$ cat src/rtl/btn_pkg.sv
// Shared definitions for the pushbutton pulse generator: the debounce FSM
// state encoding and the default timing constants used by btn_pulse_gen.
package btn_pkg;

    typedef enum logic [1:0] {
        IDLE         = 2'd0,
        PRESS_WAIT   = 2'd1,
        PRESSED      = 2'd2,
        RELEASE_WAIT = 2'd3
    } btn_state_e;

    localparam int DEF_DEBOUNCE_CYCLES = 1_000_000;
    localparam int DEF_CNT_W           = 20;
    localparam int DEF_REPEAT_DELAY    = 50_000_000;
    localparam int DEF_REPEAT_PERIOD   = 10_000_000;

endpackage

$ cat src/rtl/btn_pulse_gen_if.sv
// Button bus: raw pushbutton level in, strobe and debounced level out.
// The slave modport is the generator side, the master modport is the
// side that owns the button and consumes the strobe.
interface btn_pulse_gen_if;

    logic btn_in;
    logic pulse_o;
    logic level_o;

    modport master (
        output btn_in,
        input  pulse_o,
        input  level_o
    );

    modport slave (
        input  btn_in,
        output pulse_o,
        output level_o
    );

endinterface

$ cat src/rtl/sync2.sv
// Two-flop synchronizer for a single asynchronous bit, cleared by reset.
module sync2 (
    input  logic clk,
    input  logic rst,
    input  logic d,
    output logic q
);

    logic meta;

    // Two back-to-back flops give the first one a full cycle to settle.
    always_ff @(posedge clk or posedge rst) begin
        if (rst) begin
            meta <= 1'b0;
            q    <= 1'b0;
        end else begin
            meta <= d;
            q    <= meta;
        end
    end

endmodule

$ cat src/rtl/btn_pulse_gen.sv
// Pushbutton debouncer and single-cycle pulse generator.
// The raw button is synchronized, qualified by a four-state debounce FSM,
// and each qualified press produces one registered strobe on pulse_o while
// level_o carries the debounced level.
// Optional feature: define BTN_AUTOREPEAT_EN to add hold-to-repeat strobes
// (first after REPEAT_DELAY held cycles, then every REPEAT_PERIOD cycles).
module btn_pulse_gen
    import btn_pkg::*;
#(
    parameter int DEBOUNCE_CYCLES = DEF_DEBOUNCE_CYCLES,
    parameter int CNT_W           = DEF_CNT_W,
    parameter int REPEAT_DELAY    = DEF_REPEAT_DELAY,
    parameter int REPEAT_PERIOD   = DEF_REPEAT_PERIOD
) (
    input  logic            clk,
    input  logic            rst,
    btn_pulse_gen_if.slave  bus
);

    localparam logic [CNT_W-1:0] DB_LAST = CNT_W'(DEBOUNCE_CYCLES - 1);
    localparam logic [CNT_W-1:0] CNT_MAX = {CNT_W{1'b1}};

    // Reject parameter sets the counters cannot represent at elaboration.
    if ((DEBOUNCE_CYCLES < 2) ||
        (longint'(DEBOUNCE_CYCLES) > ((longint'(1) << CNT_W) - 1)) ||
        (REPEAT_DELAY < 1) || (REPEAT_PERIOD < 1)) begin : g_param_check
        $error("btn_pulse_gen: timing parameter out of range");
    end

    logic             s;
    btn_state_e       state;
    btn_state_e       state_next;
    logic [CNT_W-1:0] cnt;
    logic [CNT_W-1:0] cnt_next;
    logic [CNT_W-1:0] cnt_inc;
    logic             pulse_q;
    logic             pulse_next;
    logic             level_q;
    logic             level_next;
    logic             repeat_fire;

    sync2 u_sync (
        .clk (clk),
        .rst (rst),
        .d   (bus.btn_in),
        .q   (s)
    );

    assign cnt_inc = (cnt == CNT_MAX) ? cnt : cnt + 1'b1;

    // State, debounce counter and both outputs are registered together.
    always_ff @(posedge clk or posedge rst) begin
        if (rst) begin
            state   <= IDLE;
            cnt     <= '0;
            pulse_q <= 1'b0;
            level_q <= 1'b0;
        end else begin
            state   <= state_next;
            cnt     <= cnt_next;
            pulse_q <= pulse_next;
            level_q <= level_next;
        end
    end

    // Debounce FSM: a level change must hold stable for DEBOUNCE_CYCLES samples.
    always_comb begin
        state_next = state;
        cnt_next   = cnt;
        case (state)
            IDLE: begin
                if (s) begin
                    state_next = PRESS_WAIT;
                    cnt_next   = '0;
                end
            end
            PRESS_WAIT: begin
                if (!s) begin
                    state_next = IDLE;
                end else if (cnt == DB_LAST) begin
                    state_next = PRESSED;
                end else begin
                    cnt_next = cnt_inc;
                end
            end
            PRESSED: begin
                if (!s) begin
                    state_next = RELEASE_WAIT;
                    cnt_next   = '0;
                end
            end
            RELEASE_WAIT: begin
                if (s) begin
                    state_next = PRESSED;
                end else if (cnt == DB_LAST) begin
                    state_next = IDLE;
                end else begin
                    cnt_next = cnt_inc;
                end
            end
            default: begin
                state_next = IDLE;
                cnt_next   = '0;
            end
        endcase
    end

    // Strobe on qualification (or repeat), never twice in a row; level follows the held states.
    always_comb begin
        pulse_next = ((state == PRESS_WAIT) && (state_next == PRESSED)) || repeat_fire;
        if (pulse_q) begin
            pulse_next = 1'b0;
        end
        level_next = (state_next == PRESSED) || (state_next == RELEASE_WAIT);
    end

`ifdef BTN_AUTOREPEAT_EN
    // The repeat counter is sized from the repeat timings, not from CNT_W,
    // because the hold delays are typically far longer than the debounce window.
    localparam int RPT_MAX = (REPEAT_DELAY > REPEAT_PERIOD) ? REPEAT_DELAY : REPEAT_PERIOD;
    localparam int RPT_W   = (RPT_MAX < 2) ? 1 : $clog2(RPT_MAX);
    localparam logic [RPT_W-1:0] DELAY_LAST  = RPT_W'(REPEAT_DELAY - 1);
    localparam logic [RPT_W-1:0] PERIOD_LAST = RPT_W'(REPEAT_PERIOD - 1);

    logic [RPT_W-1:0] rpt_cnt;
    logic             rpt_first;
    logic             rpt_hold;

    assign rpt_hold    = (state == PRESSED) && (state_next == PRESSED);
    assign repeat_fire = rpt_hold && (rpt_cnt == (rpt_first ? DELAY_LAST : PERIOD_LAST));

    // Count held cycles in PRESSED; any exit or fresh entry restarts the initial delay.
    always_ff @(posedge clk or posedge rst) begin
        if (rst) begin
            rpt_cnt   <= '0;
            rpt_first <= 1'b1;
        end else if (!rpt_hold) begin
            rpt_cnt   <= '0;
            rpt_first <= 1'b1;
        end else if (repeat_fire) begin
            rpt_cnt   <= '0;
            rpt_first <= 1'b0;
        end else begin
            rpt_cnt <= rpt_cnt + 1'b1;
        end
    end
`else
    assign repeat_fire = 1'b0;
`endif

    assign bus.pulse_o = pulse_q;
    assign bus.level_o = level_q;

endmodule
$ cat src/flat_wrapper.sv
// flat-port wrapper written by rule: the top's interface ports become plain ports
module btn_pulse_gen_flat import btn_pkg::*;
#(
    parameter int DEBOUNCE_CYCLES = DEF_DEBOUNCE_CYCLES,
    parameter int CNT_W           = DEF_CNT_W,
    parameter int REPEAT_DELAY    = DEF_REPEAT_DELAY,
    parameter int REPEAT_PERIOD   = DEF_REPEAT_PERIOD
)
  (clk, rst, bus_btn_in, bus_pulse_o, bus_level_o);
  btn_pulse_gen_if bus_i ();
  input  logic clk;
  input  logic rst;
  input wire logic [$bits(bus_i.btn_in)-1:0] bus_btn_in;
  output wire logic [$bits(bus_i.pulse_o)-1:0] bus_pulse_o;
  output wire logic [$bits(bus_i.level_o)-1:0] bus_level_o;
  assign bus_i.btn_in = bus_btn_in;
  assign bus_pulse_o = bus_i.pulse_o;
  assign bus_level_o = bus_i.level_o;
  btn_pulse_gen #(.DEBOUNCE_CYCLES(DEBOUNCE_CYCLES), .CNT_W(CNT_W), .REPEAT_DELAY(REPEAT_DELAY), .REPEAT_PERIOD(REPEAT_PERIOD)) u_core (.clk(clk), .rst(rst), .bus(bus_i));
endmodule
$ cat config.mk
export PLATFORM = sky130hd
export DESIGN_NAME = btn_pulse_gen_flat
export DESIGN_NICKNAME = d
export VERILOG_FILES = /design/src/rtl/btn_pkg.sv /design/src/rtl/btn_pulse_gen_if.sv /design/src/rtl/sync2.sv /design/src/rtl/btn_pulse_gen.sv /design/src/flat_wrapper.sv
export SDC_FILE = /design/constraint.sdc
export NUM_CORES = 1
export LEC_CHECK = 0
export ABC_CLOCK_PERIOD_IN_PS = 4250
export BUFFER_PORTS_ARGS = -buffer_cell sky130_fd_sc_hd__buf_4
export CORE_UTILIZATION = 50
export CTS_BUF_LIST = sky130_fd_sc_hd__clkbuf_8
export CTS_CLUSTER_DIAMETER = 60
export DETAILED_ROUTE_END_ITERATION = 10
export PLACE_DENSITY = 0.64
export SLEW_MARGIN = 30
export SYNTH_ARGS = -nofsm -noshare
export SYNTH_HDL_FRONTEND = slang
export SYNTH_SLANG_ARGS = --single-unit
$ cat constraint.sdc
create_clock -name clk -period 4.25 [get_ports clk]
set_input_delay 0.2125 -clock clk [delete_from_list [all_inputs] [get_ports clk]]
set_output_delay 0.2125 -clock clk [all_outputs]
set_load 0.01 [all_outputs]
* Word level (Yosys, flattened, before mapping)
Cells that the tools add are included.
** Word-level totals
- Input bits :: 3
- Output and inout bits :: 2
- Logic and storage cells :: 37
- Flip-flop bits (word level) :: 26
** Cells by class
- Add/subtract/negate cells :: 1
- Reductions and logical operators :: 4
- Equal/unequal tests :: 11
- Multiplexer cells :: 15
** Operators by type and width (count)
- 20-bit 2-to-1 mux :: 6
- 20-bit one-hot mux with 4 select lines :: 1
- 20-bit equality test, second input constant :: 2
- 20-bit by 1-bit adder with 20-bit output, second input constant :: 1
- 2-bit 2-to-1 mux :: 6
- 2-bit equality test, second input constant :: 4
- 2-bit inequality test, second input constant :: 4
- 2-bit one-hot mux with 4 select lines :: 1
- 4-bit AND reduction :: 1
- 2-bit by 1-bit equality test with 1-bit output, second input constant :: 1
- 2-bit logical NOT :: 1
- 1-bit logical AND :: 1
- 1-bit logical OR :: 1
- 1-bit 2-to-1 mux :: 1

* Depth between registers and ports, before layout
Gate-level depths: netlist of the first run.
- Depth after elaboration :: 7
- Depth in mapped cells :: 9
- Gate-level depth less buffers :: 7

* Cells and area by module
Synthesis of the first run repeated with hierarchy kept, for this count alone.
** Second synthesis, totals
- Cells, all modules :: 147
- Area, all modules :: 1441.4 µm²
** By module, submodules not included
- btn_pulse_gen :: times used 1, cells an instance 144, area an instance 1387.6 µm², sequential area each 575.6 µm²
- sync2 :: times used 1, cells an instance 3, area an instance 53.8 µm², sequential area each 50.0 µm²

* Worst setup path before layout of the first run
OpenSTA, ideal clock, no wires.
- Kind :: register -> register
- From :: register u_core.cnt[0]
- To :: register u_core.cnt[17]
- Library setup time :: 0.135 ns
- Stages on the path, launching flop included :: 9
- Clock period less this slack :: 2.187 ns
- Setup slack :: 2.063 ns
- Required time :: 4.115 ns
- Arrival :: 2.052 ns
- Buffers on the path :: 2
- Path through :: dfrtp_1 -> ha_1 -> nand3_1 -> or4_1 -> clkbuf_1 -> or2_2 -> nand3_4 -> buf_12 -> o31ai_1
** Between the ends
- Word-level cells in the longest chain between the ends :: 5
- Elaborated cells on any way between the ends :: 8
- Those cells by class :: add/sub (1); eq/ne (2); mux (5)
** RTL lines
- start, declared :: RTL line btn_pulse_gen.sv:33 : logic [CNT_W-1:0] cnt;
- start signal, assigned :: RTL line btn_pulse_gen.sv:60 : cnt <= cnt_next;
- 20-bit by 1-bit adder with 20-bit output or 20-bit equality test (tied branches) :: RTL line btn_pulse_gen.sv:49 : assign cnt_inc = (cnt == CNT_MAX) ? cnt : cnt + 1'b1;
- 20-bit 2-to-1 mux :: RTL line btn_pulse_gen.sv:49
- 20-bit 2-to-1 mux (*) :: RTL line btn_pulse_gen.sv:80, btn_pulse_gen.sv:95
- 20-bit 2-to-1 mux (on tied branches) :: RTL line btn_pulse_gen.sv:93, btn_pulse_gen.sv:78
- 20-bit one-hot mux with 4 select lines (*) :: RTL line btn_pulse_gen.sv:70 : case (state)
Mark *: on every way between the ends. The rest lies on a longest branch, timed or not. The select of a mux whose other input is x is not followed.
A chain may end at the register's enable or synchronous reset.

* Final worst setup path of the first run
- From :: register u_core.cnt[0]
- To :: register u_core.cnt[3]
Same word-level chain as after synthesis.

==> out/metrics.yaml, run 1 <==
status: "complete, but fails checks"
violations: "negative hold slack"
drive_above_1_share_pct: 13.6
place_congestion: 0.800
synth_top_family_by_area: "compound AO/OA/AOI/OAI gates"
hold_viol: 26
yosys.area_share.simple_pct: 19.5
cp.required_ns: 4.40
totalPowerFinal_w: 0.000447
die_w_um: 55.7
finalWirelength_um: 3020
wire_per_inst_um: 16.9
timing.fmax_mhz: 360
ant_nets: 0
ys_seq_area_share_pct: 45.1
peakVddDrop_uv: 196
synth_edf_count: 0
track_usage_pct: 21.4
async_flop_share_pct: 100
fin_crit_ns: 2.77
hold_ws_ns: -0.0235
n_antenna_cell: 0
port_buffers: 4
grt_pass1_wl_um: 5110
fin_skew_ns: 0.00240
htreeDepth: 1
clkSlewWorstSetupHoldPaths_ns: 0.09
clock_latency_ns: 0.27
start_kind: "register"
nNetsFinal: 152
coreArea_um2: 2730
post-synth-top-count-cell: "dfrtp_1"
cp_max_fo: 20
synth-seq-cells: 26
ys_top_cells_by_area: "dfrtp_1 (45%), o31ai_1 (7.8%), o21ai_0 (5.9%), nand4_1 (3.0%), nand2_1 (2.9%)"
rows: 19
maxCapViolCount: 0
crit_arrival_ns: 2.93
syn_to_final_growth_pct: 3.90
first_iter_violations: 34
grt_overflow: 0
ctsResizeCount: 0
die_height_um: 55.7
synth_adder_area_share_pct: 0.867
grt_max_degree: 27
final_area_um2: 1500
path_class: "reg -> reg"
synthXorXnorAreaFrac_pct: 0.607
slew_violations: 0
dr.pass1.iters: 4
numCtsBuffers: 3
hold_class: "in -> async"
via_count: 1173
clock-sinks: 26
dp_hpwl_um: 1960
synth.avg_cell_area_um2: 9.62
drc_errors: 0
muxShareOfSynthArea_pct: 1.56
synth_top_area_share_pct: 45.1
synth_fp_nets: 154
synth_cell_types: 38
maxSlewHeadroom_pct: 45.2
tns_ns: 0
dominantRegCellSynth: "dfrtp_1"
start_util_pct: 52.8
finalCritPeriodShare_pct: 65.3
synthTopCellsByCount: "dfrtp_1 (26), o21ai_0 (17), o31ai_1 (15), nand2_1 (11)"
cts_buffer_depth: 2
cts_tree: "built"
grt_antenna_before_repair: 0
worstMarginPinSlew_ns: 0.821
setup_viol: 0
cts_hold_buffers: 0
place_area_um2: 1440
end_kind: "register"
cts_root_buffer: "clkbuf_8"
power_leakage_nw: 0.617
vias_per_cell: 6.59
yosys_warnings: 0
fp.dieArea_um2: 3100
io-pin-count: 5
grt_setup_unrepaired: "no"
synth_cells: 150
synth_area_leader_cell: "dfrtp_1"
syn_area_um2: 1440
p_per_area_nw_per_um2: 298
grt_pass1_vias: 1080
synth-compound-area-share_pct: 26.5
post_cts_buffers: 0
final cells by class:
| type | count | area, um2 |
|---|---|---|
| clock buffer | 4 | 55.1 |
| timing repair buffer | 4 | 30.0 |
| sequential | 26 | 651 |
| multi-input combinational | 109 | 707 |
| tap | 31 | 38.8 |
| fill | 225 | 1230 |
| inverter | 4 | 17.5 |
stage by stage:
stage	cells	utilization, %	worst slack [ns]
detailed placement	174	52.8	1.49
floorplan	150	-	2.06
finish	178	54.8	1.48
CTS	178	54.8	1.48
global route	178	54.8	1.24
global placement	174	52.8	1.55
layout by cell type, fill, tap and decap left out, types with 7 or more instances in the layout:
| master | n |
|---|---|
| nand2_1 | 11 |
| nand4_1 | 7 |
| nand3_1 | 7 |
| o31ai_1 | 15 |
| o21ai_0 | 17 |
| dfrtp_1 | 26 |
registers in the layout, indices dropped and copies added, names as in the netlist:
| register | count |
|---|---|
| u_core.bus.level_o | 1 |
| u_core.bus.pulse_o | 1 |
| u_core.cnt | 20 |
| u_core.state | 2 |
| u_core.u_sync.meta | 1 |
| u_core.u_sync.q | 1 |
power by group:
group	total, W	internal (W)	switching, W
logic	0.0000273	0.00000892	0.0000184
registers	0.000259	0.000252	0.00000722
clock network	0.000160	0.0000829	0.0000772
total	0.000447	0.000344	0.000103
final timing paths:
check / end / from / cells after the start / slack, ns
max: u_core.cnt[3]$_DFFE_PP0P_ / u_core.cnt[0]$_DFFE_PP0P_ / 7 / 1.48
min: u_core.cnt[11]$_DFFE_PP0P_ / rst / 2 / -0.02
max reg2reg: u_core.cnt[3]$_DFFE_PP0P_ / u_core.cnt[0]$_DFFE_PP0P_ / 7 / 1.48
min reg2reg: u_core.u_sync.q$_DFF_PP0_ / u_core.u_sync.meta$_DFF_PP0_ / 0 / 0.37
max in group asynchronous: u_core.cnt[0]$_DFFE_PP0P_ / rst / 2 / 3.92
min in group clk: u_core.u_sync.meta$_DFF_PP0_ / bus_btn_in / 1 / 0.04
worst max-delay path: stages (launching register included):
cell	delay (ns)
dfrtp_1	0.42
ha_1	0.21
nand3_1	0.25
or4_1	0.62
o21ai_2	0.66
inv_4	0.10
nand3_4	0.26
o31ai_1	0.12
metal layers:
metal	vias up	GRT usage (%)	wire length (um)
met4	0	9.29	46
li1	572	-	-
met1	568	28.2	1470
met3	5	2.33	107
met5	-	0	0
met2	28	35.6	1400
kinds of logic after synthesis:
logic type / after synthesis
buffers and inverters: 15
multiplexers: 2
AO/OA/AOI/OAI: 56
flip-flops: 26
AND/OR/NAND/NOR: 49
adder cells (fa/ha/maj): 1
XOR/XNOR: 1
(Power assumes the default switching activity.)
==> run 2: changes to the inputs <==
ABC_AREA = 1   (was not set)
ABC_CLOCK_PERIOD_IN_PS = 2350   (was 4250)
PLACE_DENSITY = 0.67   (was 0.64)
clock period = 2.35 ns   (was 4.25 ns; I/O delays follow)
==> out/metrics.yaml, run 2 <==
largest-register: "u_core.cnt"
worstMarginPinSlew_ns: 0.407  # -0.415 ns
synth-compound-area-share_pct: 7.72  # -19 points
min_from: "u_core.u_sync.meta$_DFF_PP0_"
cp_max_fo: 31  # +55%
hold_viol: 0  # -100%
coreArea_um2: 3100  # +14%
finalCritPeriodShare_pct: 79.7  # +14 points
grt_pass1_wl_um: 5580  # +9.3%
peakVddDrop_uv: 463  # +140%
yosys.area_share.simple_pct: 41.7  # +22 points
final_cell_mix: "nand2_1 (89), nor2_1 (32), dfrtp_1 (26)"
grt_setup_unrepaired: "no"
fill_cells: 312  # +39%
crit_arrival_ns: 2.07  # -0.86 ns
synth_top_family_by_area: "simple AND/OR/NAND/NOR gates"
grt_overflow: 0  # unchanged
synthTopCellsByCount: "nand2_1 (89), nor2_1 (32), dfrtp_1 (26), nand3_1 (23), inv_1 (19)"
reg_top3: "u_core.cnt (20), u_core.state (2)"
largest_reg_flops: 20  # unchanged
numCtsBuffers: 3  # unchanged
drc_errors: 0  # unchanged
dp_cells: 283  # +63%
via_count: 1427  # +22%
syn_to_final_growth_pct: 8.99
cp.required_ns: 2.54  # -1.86 ns
setup_viol: 0  # unchanged
worst_slack_ns: 0.477  # -0.999 ns
synth_cell_types: 27  # -29%
dr.pass1.iters: 4  # unchanged
vias_per_cell: 4.94  # -25%
die_height_um: 59.8  # +7.3%
grt_max_degree: 32  # +19%
maxCapViolCount: 0  # unchanged
clkSlewWorstSetupHoldPaths_ns: 0.09  # about the same
muxShareOfSynthArea_pct: 0  # -1.6 points
n_antenna_cell: 0  # unchanged
start_kind: "register"
ys_top_cells_by_area: "dfrtp_1 (39%), nand2_1 (20%), nor2_1 (7.2%), nand3_1 (6.9%), o21ai_2 (5.8%)"
synth_edf_count: 0  # unchanged
synth_fp_nets: 241  # +56%
slew_violations: 0  # unchanged
grt_antenna_before_repair: 0  # unchanged
track_usage_pct: 21.3  # -0.098 points
end_kind: "register"
multiInputGateArea_um2: 900  # +27%
final_common_cell: "nand2_1"
path_class: "reg -> reg"
place_area_um2: 1730  # +20%
startpoint: "u_core.cnt[0]$_DFFE_PP0P_"
dominantRegCellSynth: "dfrtp_1"
timing.fmax_mhz: 534  # +48%
nNetsFinal: 250  # +64%
rows: 20  # +1
htreeDepth: 1  # unchanged
critical_path.slowest_cell: "dfrtp_1"
port_buffers: 4  # unchanged
maxSlewHeadroom_pct: 72.9  # +28 points
finalWirelength_um: 3230  # +7.2%
post-synth-top-count-cell: "nand2_1"
syn_area_um2: 1670  # +16%
wire_per_inst_um: 11.2  # -34%
synthXorXnorAreaFrac_pct: 3.67  # +3.1 points
first_iter_violations: 83  # +140%
crit_chain: "ha_1 > nand3_1 > nor2_1 > nand3_2 > nand3_4 > nand2_1 > o21ai_1"
drive_above_1_share_pct: 13.9  # +0.27 points
ant_nets: 0  # unchanged
cts_root_buffer: "clkbuf_8"
fin_skew_ns: 0.00331  # +0.000903 ns
status: "complete, no violations"
async_flop_share_pct: 100  # unchanged
power_leakage_nw: 0.835  # +35%
clock-sinks: 26  # unchanged
fp.dieArea_um2: 3580  # +15%
pre_cts_slack_ns: 0.479  # -1.01 ns
synth_adder_area_share_pct: 0.749  # -0.12 points
synth_top_area_share_pct: 39.0  # -6.1 points
grt_pass1_vias: 1252  # +16%
tns_ns: 0  # unchanged
fin_crit_ns: 1.87  # -0.901 ns
reg2reg_from: "u_core.cnt[0]$_DFFE_PP0P_"
start_util_pct: 53.8  # +1.1 points
instances_no_fill: 289  # +62%
yosys_warnings: 0  # unchanged
ys_seq_area_share_pct: 39.0  # -6.1 points
die_w_um: 59.8  # +7.3%
synth-seq-cells: 26  # unchanged
synth_area_leader_cell: "dfrtp_1"
final_area_um2: 1820  # +21%
place_congestion: 0.872  # +9.1%
p_per_area_nw_per_um2: 489  # +64%
hold_class: "reg -> reg"
cts_buffer_depth: 2  # unchanged
regArea_um2: 651  # unchanged
dp_hpwl_um: 2390  # +22%
synth.avg_cell_area_um2: 7.05  # -27%
synth_cells: 237  # +58%
cpPeakStageDelay_ns: 0.47  # -0.19 ns
cts_tree: "built"
io-pin-count: 5  # unchanged
clock_latency_ns: 0.27  # about the same
post_cts_buffers: 0  # unchanged
run 2: cell families (layout without fill, tap and decap cells):
group / Yosys count / in the layout
buffers and inverters: 25 / 33
AND/OR/NAND/NOR: 161 / 161
XOR/XNOR: 7 / 7
AO/OA/AOI/OAI: 17 / 17
adder cells (fa/ha/maj): 1 / 1
flip-flops: 26 / 26
run 2: report_power, final:
group | total, W | internal (W) | switching [W] | leakage [nW]
combinational | 0.0000550 | 0.0000171 | 0.0000379 | 0.445
sequential | 0.000466 | 0.000456 | 0.0000102 | 0.354
clock | 0.000369 | 0.000228 | 0.000141 | 0.0357
run 2: metal layers:
layer,global-route usage (%),part of all wire [%],vias up
met5,0,0,-
met4,8.97,1.7,0
met3,3.90,4.3,5
met2,33.0,44,33
met1,28.9,50,630
li1,-,-,759
run 2: what timing repair did:
item / 4_1_cts / 5_1_grt
hold buffers: 2 / 0
endpoints found under the setup margin: 0 / 0
gates resized for setup: 0 / 0
endpoints found under the hold margin: 27 / 0
run 2: metrics by stage:
step / power [W] / hold slack, ns / util, %
finish: 0.000890 / 0.363 / 58.7
detailed placement: 0.000528 / 0.195 / 55.7
global placement: 0.000529 / 0.193 / 55.7
floorplan: 0.000518 / 0.149 / -
CTS: 0.000904 / 0.370 / 58.7
global route: 0.000933 / 0.369 / 58.7
run 2: path summary, 6_finish.rpt:
path	endpoint	slack, ns	cells past startpoint
setup reg to reg	u_core.cnt[1]$_DFFE_PP0P_	0.48	7
min in group asynchronous	u_core.cnt[0]$_DFFE_PP0P_	0.46	4
hold reg to reg	u_core.u_sync.q$_DFF_PP0_	0.36	0
setup / recovery	u_core.cnt[1]$_DFFE_PP0P_	0.48	7
max in group asynchronous	u_core.bus.level_o$_DFF_PP0_	1.66	4
hold / removal	u_core.u_sync.q$_DFF_PP0_	0.36	0
run 2: layout make-up:
type | count | area share (%)
clock buffer | 3 | 2.27
clock inverter | 1 | 1.65
inverter | 21 | 4.33
multi-input combinational | 186 | 49.4
sequential | 26 | 35.7
tap | 44 | 3.02
timing repair buffer | 8 | 3.57
run 2: worst max-delay path, delay by kind of cell, from the launching register on:
family                     cells  cell delay, ns
and+or+nand+nor                5            0.91
AOI/OAI and AO/OA              1            0.09
DFF                            1            0.47
adders and majority gates      1            0.32
